===== src/rtl/rv32i_regfile_sequencer.sv =====
// ---------------------------------------------------------------------------
// rv32i_regfile_sequencer
//
// Sequences a 16-bit dual-port BRAM that holds the 32 x 32-bit RV32I register
// file. Every 32-bit access is split into a low and a high half-word access.
// Operand reads (rs1/rs2) and rd writebacks run concurrently on the BRAM read
// and write ports. Writes that are still in flight, or that arrive while a
// read is being sequenced, are forwarded into the operand response.
//
// Ports:
//   i_clk, i_rst             clock, synchronous active-high reset
//   i_req_valid/o_req_ready  operand read request handshake
//   i_rs1_addr, i_rs2_addr   source register indices
//   o_rsp_valid/i_rsp_ready  operand response handshake
//   o_rs1_data, o_rs2_data   operand values, stable while o_rsp_valid is high
//   i_wr_valid/o_wr_ready    writeback handshake
//   i_wr_addr, i_wr_data     writeback destination and value
//   o_bram_ren/raddr         BRAM read port (data returns next cycle)
//   i_bram_rdata             BRAM read data
//   o_bram_wen/waddr/wdata   BRAM write port
//
// BRAM address for register r, half h: {2'b00, h, r}; the high half uses
// HI_BANK in bit 5, the low half uses 0.
// ---------------------------------------------------------------------------
module rv32i_regfile_sequencer #(
  parameter logic HI_BANK = 1'b1
) (
  input  logic        i_clk,
  input  logic        i_rst,
  input  logic        i_req_valid,
  output logic        o_req_ready,
  input  logic [4:0]  i_rs1_addr,
  input  logic [4:0]  i_rs2_addr,
  output logic        o_rsp_valid,
  input  logic        i_rsp_ready,
  output logic [31:0] o_rs1_data,
  output logic [31:0] o_rs2_data,
  input  logic        i_wr_valid,
  output logic        o_wr_ready,
  input  logic [4:0]  i_wr_addr,
  input  logic [31:0] i_wr_data,
  output logic        o_bram_ren,
  output logic [7:0]  o_bram_raddr,
  input  logic [15:0] i_bram_rdata,
  output logic        o_bram_wen,
  output logic [7:0]  o_bram_waddr,
  output logic [15:0] o_bram_wdata
);

  typedef enum logic [2:0] {
    R_IDLE, R_S1L, R_S1H, R_S2L, R_S2H, R_CAP, R_RSP
  } rd_state_t;

  typedef enum logic [1:0] {
    W_IDLE, W_LO, W_HI
  } wr_state_t;

  rd_state_t rd_state_q, rd_state_d;
  wr_state_t wr_state_q, wr_state_d;

  // Index 0 is rs1, index 1 is rs2.
  logic [1:0][4:0]  rs_addr_q, rs_addr_d;
  logic [1:0]       fwd_q, fwd_d;
  logic [1:0][31:0] fwd_data_q, fwd_data_d;

  logic [15:0] rs1_lo_q, rs1_lo_d;
  logic [15:0] rs1_hi_q, rs1_hi_d;
  logic [15:0] rs2_lo_q, rs2_lo_d;
  logic [31:0] rs1_data_q, rs1_data_d;
  logic [31:0] rs2_data_q, rs2_data_d;

  logic [4:0]  wr_addr_q, wr_addr_d;
  logic [31:0] wr_data_q, wr_data_d;

  logic            req_acc;
  logic            wr_acc;
  logic            rd_window;
  logic            wr_busy;
  logic [1:0][4:0] new_addr;

  function automatic logic [7:0] bram_addr(input logic [4:0] reg_idx, input logic hi);
    bram_addr = {2'b00, (hi ? HI_BANK : 1'b0), reg_idx};
  endfunction

  assign req_acc   = i_req_valid && (rd_state_q == R_IDLE);
  assign wr_acc    = i_wr_valid && (wr_state_q != W_LO);
  assign wr_busy   = (wr_state_q != W_IDLE);
  // Writes accepted anywhere from the first BRAM read up to the capture cycle
  // may land in BRAM too late to be seen, so they are forwarded.
  assign rd_window = (rd_state_q == R_S1L) || (rd_state_q == R_S1H) ||
                     (rd_state_q == R_S2L) || (rd_state_q == R_S2H) ||
                     (rd_state_q == R_CAP);
  assign new_addr[0] = i_rs1_addr;
  assign new_addr[1] = i_rs2_addr;

  assign o_req_ready = (rd_state_q == R_IDLE);
  assign o_rsp_valid = (rd_state_q == R_RSP);
  assign o_wr_ready  = (wr_state_q != W_LO);
  assign o_rs1_data  = rs1_data_q;
  assign o_rs2_data  = rs2_data_q;

  // Forwarding flags. A write accepted in the same cycle is newer than the
  // latched in-flight write, so it takes priority at read acceptance.
  always_comb begin
    fwd_d      = fwd_q;
    fwd_data_d = fwd_data_q;
    for (int i = 0; i < 2; i++) begin
      if (req_acc) begin
        fwd_d[i] = 1'b0;
        if (new_addr[i] != 5'd0) begin
          if (wr_acc && (i_wr_addr == new_addr[i])) begin
            fwd_d[i]      = 1'b1;
            fwd_data_d[i] = i_wr_data;
          end else if (wr_busy && (wr_addr_q == new_addr[i])) begin
            fwd_d[i]      = 1'b1;
            fwd_data_d[i] = wr_data_q;
          end
        end
      end else if (rd_window && wr_acc && (rs_addr_q[i] != 5'd0) &&
                   (i_wr_addr == rs_addr_q[i])) begin
        fwd_d[i]      = 1'b1;
        fwd_data_d[i] = i_wr_data;
      end
    end
  end

  // Read sequencer: four half-word reads, then assemble the response.
  always_comb begin
    rd_state_d   = rd_state_q;
    rs_addr_d    = rs_addr_q;
    rs1_lo_d     = rs1_lo_q;
    rs1_hi_d     = rs1_hi_q;
    rs2_lo_d     = rs2_lo_q;
    rs1_data_d   = rs1_data_q;
    rs2_data_d   = rs2_data_q;
    o_bram_ren   = 1'b0;
    o_bram_raddr = 8'h00;
    case (rd_state_q)
      R_IDLE: begin
        if (i_req_valid) begin
          rs_addr_d  = new_addr;
          rd_state_d = R_S1L;
        end
      end
      R_S1L: begin
        o_bram_ren   = 1'b1;
        o_bram_raddr = bram_addr(rs_addr_q[0], 1'b0);
        rd_state_d   = R_S1H;
      end
      R_S1H: begin
        o_bram_ren   = 1'b1;
        o_bram_raddr = bram_addr(rs_addr_q[0], 1'b1);
        rs1_lo_d     = i_bram_rdata;
        rd_state_d   = R_S2L;
      end
      R_S2L: begin
        o_bram_ren   = 1'b1;
        o_bram_raddr = bram_addr(rs_addr_q[1], 1'b0);
        rs1_hi_d     = i_bram_rdata;
        rd_state_d   = R_S2H;
      end
      R_S2H: begin
        o_bram_ren   = 1'b1;
        o_bram_raddr = bram_addr(rs_addr_q[1], 1'b1);
        rs2_lo_d     = i_bram_rdata;
        rd_state_d   = R_CAP;
      end
      R_CAP: begin
        // The rs2 high half arrives this cycle and is used directly. fwd_d is
        // used so that a write accepted in this very cycle is still seen.
        if (rs_addr_q[0] == 5'd0) begin
          rs1_data_d = 32'h0;
        end else if (fwd_d[0]) begin
          rs1_data_d = fwd_data_d[0];
        end else begin
          rs1_data_d = {rs1_hi_q, rs1_lo_q};
        end
        if (rs_addr_q[1] == 5'd0) begin
          rs2_data_d = 32'h0;
        end else if (fwd_d[1]) begin
          rs2_data_d = fwd_data_d[1];
        end else begin
          rs2_data_d = {i_bram_rdata, rs2_lo_q};
        end
        rd_state_d = R_RSP;
      end
      R_RSP: begin
        if (i_rsp_ready) begin
          rd_state_d = R_IDLE;
        end
      end
      default: rd_state_d = R_IDLE;
    endcase
  end

  // Write sequencer: low half then high half. Accepting in W_HI chains the
  // next write straight into W_LO. x0 completes its handshake without wen.
  always_comb begin
    wr_state_d   = wr_state_q;
    wr_addr_d    = wr_addr_q;
    wr_data_d    = wr_data_q;
    o_bram_wen   = 1'b0;
    o_bram_waddr = 8'h00;
    o_bram_wdata = 16'h0000;
    if (wr_acc) begin
      wr_addr_d = i_wr_addr;
      wr_data_d = i_wr_data;
    end
    case (wr_state_q)
      W_IDLE: begin
        if (i_wr_valid) begin
          wr_state_d = W_LO;
        end
      end
      W_LO: begin
        o_bram_wen   = (wr_addr_q != 5'd0);
        o_bram_waddr = bram_addr(wr_addr_q, 1'b0);
        o_bram_wdata = wr_data_q[15:0];
        wr_state_d   = W_HI;
      end
      W_HI: begin
        o_bram_wen   = (wr_addr_q != 5'd0);
        o_bram_waddr = bram_addr(wr_addr_q, 1'b1);
        o_bram_wdata = wr_data_q[31:16];
        wr_state_d   = i_wr_valid ? W_LO : W_IDLE;
      end
      default: wr_state_d = W_IDLE;
    endcase
  end

  always_ff @(posedge i_clk) begin
    if (i_rst) begin
      rd_state_q <= R_IDLE;
      wr_state_q <= W_IDLE;
      rs_addr_q  <= '0;
      fwd_q      <= '0;
      fwd_data_q <= '0;
      rs1_lo_q   <= 16'h0;
      rs1_hi_q   <= 16'h0;
      rs2_lo_q   <= 16'h0;
      rs1_data_q <= 32'h0;
      rs2_data_q <= 32'h0;
      wr_addr_q  <= 5'd0;
      wr_data_q  <= 32'h0;
    end else begin
      rd_state_q <= rd_state_d;
      wr_state_q <= wr_state_d;
      rs_addr_q  <= rs_addr_d;
      fwd_q      <= fwd_d;
      fwd_data_q <= fwd_data_d;
      rs1_lo_q   <= rs1_lo_d;
      rs1_hi_q   <= rs1_hi_d;
      rs2_lo_q   <= rs2_lo_d;
      rs1_data_q <= rs1_data_d;
      rs2_data_q <= rs2_data_d;
      wr_addr_q  <= wr_addr_d;
      wr_data_q  <= wr_data_d;
    end
  end

endmodule


===== config.mk =====
export PLATFORM = sky130hd
export DESIGN_NAME = rv32i_regfile_sequencer
export DESIGN_NICKNAME = d
export VERILOG_FILES = /design/src/rtl/rv32i_regfile_sequencer.sv
export SDC_FILE = /design/constraint.sdc
export NUM_CORES = 1
export LEC_CHECK = 0
export CORE_ASPECT_RATIO = 1.4
export CORE_MARGIN = 5
export CORE_UTILIZATION = 40
export CTS_BUF_LIST = sky130_fd_sc_hd__clkbuf_8
export CTS_CLUSTER_DIAMETER = 100
export DETAILED_ROUTE_END_ITERATION = 10
export HOLD_SLACK_MARGIN = 0.1
export SLEW_MARGIN = 10
export SYNTH_ARGS = -nofsm -noshare
export SYNTH_HDL_FRONTEND = slang
export SYNTH_SLANG_ARGS = --single-unit

===== constraint.sdc =====
create_clock -name i_clk -period 2.6 [get_ports i_clk]
set_clock_uncertainty 0.1 [all_clocks]
set_input_delay 0.52 -clock i_clk [delete_from_list [all_inputs] [get_ports i_clk]]
set_output_delay 0.52 -clock i_clk [all_outputs]
set_load 0.005 [all_outputs]

==> run metrics <==
via density per instance=5.72; ratio of total power to cell area=roughly 510 nW/um^2; leading cell types in the layout, fill and taps excluded=231 x sky130_fd_sc_hd__nand2_1, 225 x sky130_fd_sc_hd__dfxtp_1, 133 x sky130_fd_sc_hd__clkdlybuf4s50_1, 113 x sky130_fd_sc_hd__a21oi_1, 103 x sky130_fd_sc_hd__nor3_1; hold violation total from the final report=0; highest fanout seen on the critical path=8; met3 routed wirelength=3620 um; final routed DRC violation total=0; Mapped Avg Cell Area=~7.9 um^2; highest cell delay on the worst timing path=0.36 ns; area of the placeable core=between 20000 and 30000 um^2; number of cells on the worst reg-to-reg path=11; Hold Path Stages=2; period utilisation layout=1.05; TritonCTS clock tree=yes; area delta synth->final=40.9%; Combinational Power Share=0.155; number of synthesized register bits=230; number of flops mapped to enable cells by yosys=0; share of flip-flops with an asynchronous set or reset after synthesis=0; Post-synth top flop=sky130_fd_sc_hd__dfxtp_1; critical path launch point type=flip-flop; Post-Layout Inst Area=15600 um^2; static leakage=approximately 6 nW; Skew-Pair Late Insertion Delay=0.54 ns; buffer depth of the longest clock path=3; final critical-path required period=about 2.7 ns; CP endpoint=fwd_data_q[47]; dpl hpwl=about 30000 um; WP data required=2.88 ns; total length of routed wires=45700 um; fraction of layout cells with a size suffix above 1=0.192; final weighted congestion of routability-driven global placement=0.888; violated checks=negative setup slack; Crit. End Element=flip-flop; width of the chip=151 um; setup repair after global routing missed its margin=yes; Power Total=roughly 8 mW; initial antenna violation count=1; largest net degree at the start of global routing=about 170; effective utilization at floorplan=0.404; clock slew at reported path FFs=0.06 ns; fin. max-slew vios=0; via count of the first global-routing pass=10954; total congestion overflow after global routing=0; YS warnings=0; f_max=366 MHz; Vert. Die Dim=between 200 and 250 um; Reg-to-Reg Start=wr_state_q[1]; Max-slew headroom=0.449; number of standard-cell rows in the floorplan=72; sequential share of power=0.465; capturing point of the worst reg2reg path=fwd_data_q[47]; routed length on met1=~19000 um; mapped cell area=11100 um^2; die area=roughly 31000 um^2; number of nets in the finished design=around 1700; Worst setup startpoint=wr_state_q[1]; top layer used by detailed routing=met5; count of buffers from port buffering=approximately 160; io pins=approximately 170; detailed-route wire length per cell=22.7 um; wire length of the first global-routing pass=between 60000 and 70000 um; CTS root buffer=sky130_fd_sc_hd__clkbuf_8; slew of the pin with the lowest slew margin=approximately 0.83 ns; post-layout instance count excluding filler cells=2013; max-capacitance violation count=0; Max H-tree Level=2; net switching power=2.29 mW; metal2 WL=20900 um; worst path arrival time=3.01 ns; total clock buffers created by CTS=38; number of diodes=0; TritonCTS sink count=230; aggregate global-route resource usage=0.268; chain of cells forming the critical path=inv_2 -> ha_4 -> nand2b_4 -> a211o_1 -> buf_6 -> nor4_4 -> buf_6 -> buf_6 -> mux2i_1 -> o31a_1 -> nor2_1; most frequent cell on the critical path=sky130_fd_sc_hd__buf_6; Placed Cells=between 1500 and 2000; commonest non-fill, non-tap cell in the layout=sky130_fd_sc_hd__nand2_1; crit path setup slack, layout=-0.130 ns; Mapped Cells=1403; slowest stage cell on the critical path=sky130_fd_sc_hd__nor4_4; run status=finished with violations; Detailed Route Iter0 Violations=1025; router iterations before antenna repair=6; antenna violation net count after detailed routing=0; setup violators final=slightly above 90; Pint=around 5.7 mW; post-layout util=0.569; total via count in the routed design=about 12000; Hold-fix buffers, CTS=0; Register-to-Register Setup Slack=-0.13 ns; Min-Delay Path Class=flip-flop to flip-flop; maximum ir drop on the vdd rail=approximately 0.45 mV; critical path type=flip-flop to flip-flop; clock network power share=0.380; Post-DP Area=13800 um^2; proportion of synthesized chip area in sequential cells=0.415; library cells used by synthesis=between 40 and 50; Post-Route Hold Slack=0.354 ns; fraction of power spent switching nets=0.285
==> routing by layer <==
metal | vias up | track usage
li1 | 5337 | -
met1 | 5475 | 0.369
met2 | 585 | 0.420
met3 | 125 | 0.0418
met4 | 2 | 0.106
met5 | - | 0
==> synthesized netlist by cell type (3+ instances only) <==
cell	count	share of area
sky130_fd_sc_hd__dfxtp_1	230	0.42
sky130_fd_sc_hd__nor2b_1	20	0.011
sky130_fd_sc_hd__nand3_1	4	0.0018
sky130_fd_sc_hd__buf_4	4	0.0027
sky130_fd_sc_hd__xor2_1	11	0.0087
sky130_fd_sc_hd__and2_1	46	0.026
sky130_fd_sc_hd__nand2_1	234	0.079
sky130_fd_sc_hd__o21ai_1	60	0.027
sky130_fd_sc_hd__a22o_1	5	0.0039
sky130_fd_sc_hd__o21ai_0	54	0.024
sky130_fd_sc_hd__ha_1	5	0.0056
sky130_fd_sc_hd__or4_1	6	0.0041
sky130_fd_sc_hd__o21a_1	3	0.0020
sky130_fd_sc_hd__buf_2	11	0.0050
sky130_fd_sc_hd__nor3_1	104	0.047
sky130_fd_sc_hd__nand2b_1	3	0.0017
sky130_fd_sc_hd__a22oi_1	78	0.053
sky130_fd_sc_hd__a21oi_1	114	0.051
sky130_fd_sc_hd__inv_1	17	0.0058
sky130_fd_sc_hd__nor4_1	4	0.0023
sky130_fd_sc_hd__a31oi_1	13	0.0073
sky130_fd_sc_hd__o31a_1	49	0.039
sky130_fd_sc_hd__nor2_1	82	0.028
sky130_fd_sc_hd__clkbuf_1	101	0.034
sky130_fd_sc_hd__mux2i_1	51	0.046
sky130_fd_sc_hd__buf_6	4	0.0041
sky130_fd_sc_hd__xnor2_1	20	0.016
sky130_fd_sc_hd__mux2_2	15	0.015
sky130_fd_sc_hd__and3_1	3	0.0017
sky130_fd_sc_hd__buf_1	7	0.0024
sky130_fd_sc_hd__or3_1	27	0.015
==> critical path, delay by kind of cell, from the launching register on <==
| kind | cells | cell delay [ns] |
|---|---|---|
| muxes | 1 | 0.18 |
| buffers and inverters | 4 | 0.63 |
| and+or+nand+nor | 3 | 0.57 |
| AOI/OAI and AO/OA | 2 | 0.61 |
| DFF | 1 | 0.33 |
| adders and majority gates | 1 | 0.16 |
==> state kept, by name, summed over array words and instances (netlist names) <==
| signal | flops |
|---|---|
| rd_state_q | 3 |
| rs_addr_q | 10 |
| o_rs1_data | 32 |
| wr_state_q | 2 |
| wr_data_q | 32 |
| rs1_hi_q | 16 |
| rs1_lo_q | 16 |
| fwd_data_q | 64 |
| o_rs2_data | 32 |
| rs2_lo_q | 16 |
| fwd_q | 2 |
| wr_addr_q | 5 |
==> cells by family (layout without fill, tap and decap cells) <==
| kind of cell | Yosys count | in the layout | share of synthesized area |
|---|---|---|---|
| buffers and inverters | 145 | 382 | 0.0545 |
| AND/OR/NAND/NOR | 539 | 539 | 0.223 |
| other | 1 | 4 | 0.000338 |
| XOR/XNOR | 31 | 31 | 0.0245 |
| multiplexers | 66 | 66 | 0.0612 |
| adder cells (fa/ha/maj) | 5 | 5 | 0.00564 |
| flip-flops | 230 | 230 | 0.415 |
| AO/OA/AOI/OAI | 386 | 386 | 0.215 |
==> cell type report <==
class                   instances  area, um^2
clock inverters                19        77.6
fillers                      2515       11900
inverters                      17        63.8
flip-flops and latches        230        4610
multi-input cells            1031        6560
well taps                     370         463
repair buffers                300        3210
clock buffers                  46         633
==> power by group through the flow <==
stage / logic (mW) / registers (mW) / clock network (mW)
2_1_floorplan: 0.575 / 3.76 / 0
3_3_place_gp: 1.10 / 3.79 / 0
3_5_place_dp: 1.11 / 3.80 / 0
4_1_cts: 1.16 / 3.73 / 3.07
5_1_grt: 1.34 / 3.74 / 3.24
6_report: 1.24 / 3.73 / 3.05
==> metrics by stage <==
stage	TNS, ns	setup WS [ns]
after detailed placement	-60.67	-0.592
after floorplan	0	0.0302
after global placement	-60.16	-0.619
after global routing	-12.31	-0.205
final	-4.31	-0.130
after CTS	-1.07	-0.188
==> worst min path at each step <==
| stage | start | end | slack, ns |
|---|---|---|---|
| detailed placement | rs1_hi_q[7] | rs1_hi_q[7] | 0.35 |
| global route | i_rs1_addr[2] | rs_addr_q[2] | 0.35 |
| global placement | rs1_hi_q[7] | rs1_hi_q[7] | 0.34 |
| CTS | rs1_hi_q[7] | rs1_hi_q[7] | 0.35 |
| floorplan | rs1_hi_q[0] | rs1_hi_q[0] | 0.34 |
| finish | rs1_hi_q[4] | rs1_hi_q[4] | 0.35 |
==> what timing repair did <==
action | 4_1_cts | 5_1_grt
buffers inserted | 5 | 13
pin swaps | 6 | 54
gates cloned | 1 | 12
endpoints found under the setup margin | 141 | 103
resized for setup | 72 | 130
Power figures use the tool's default switching activity.
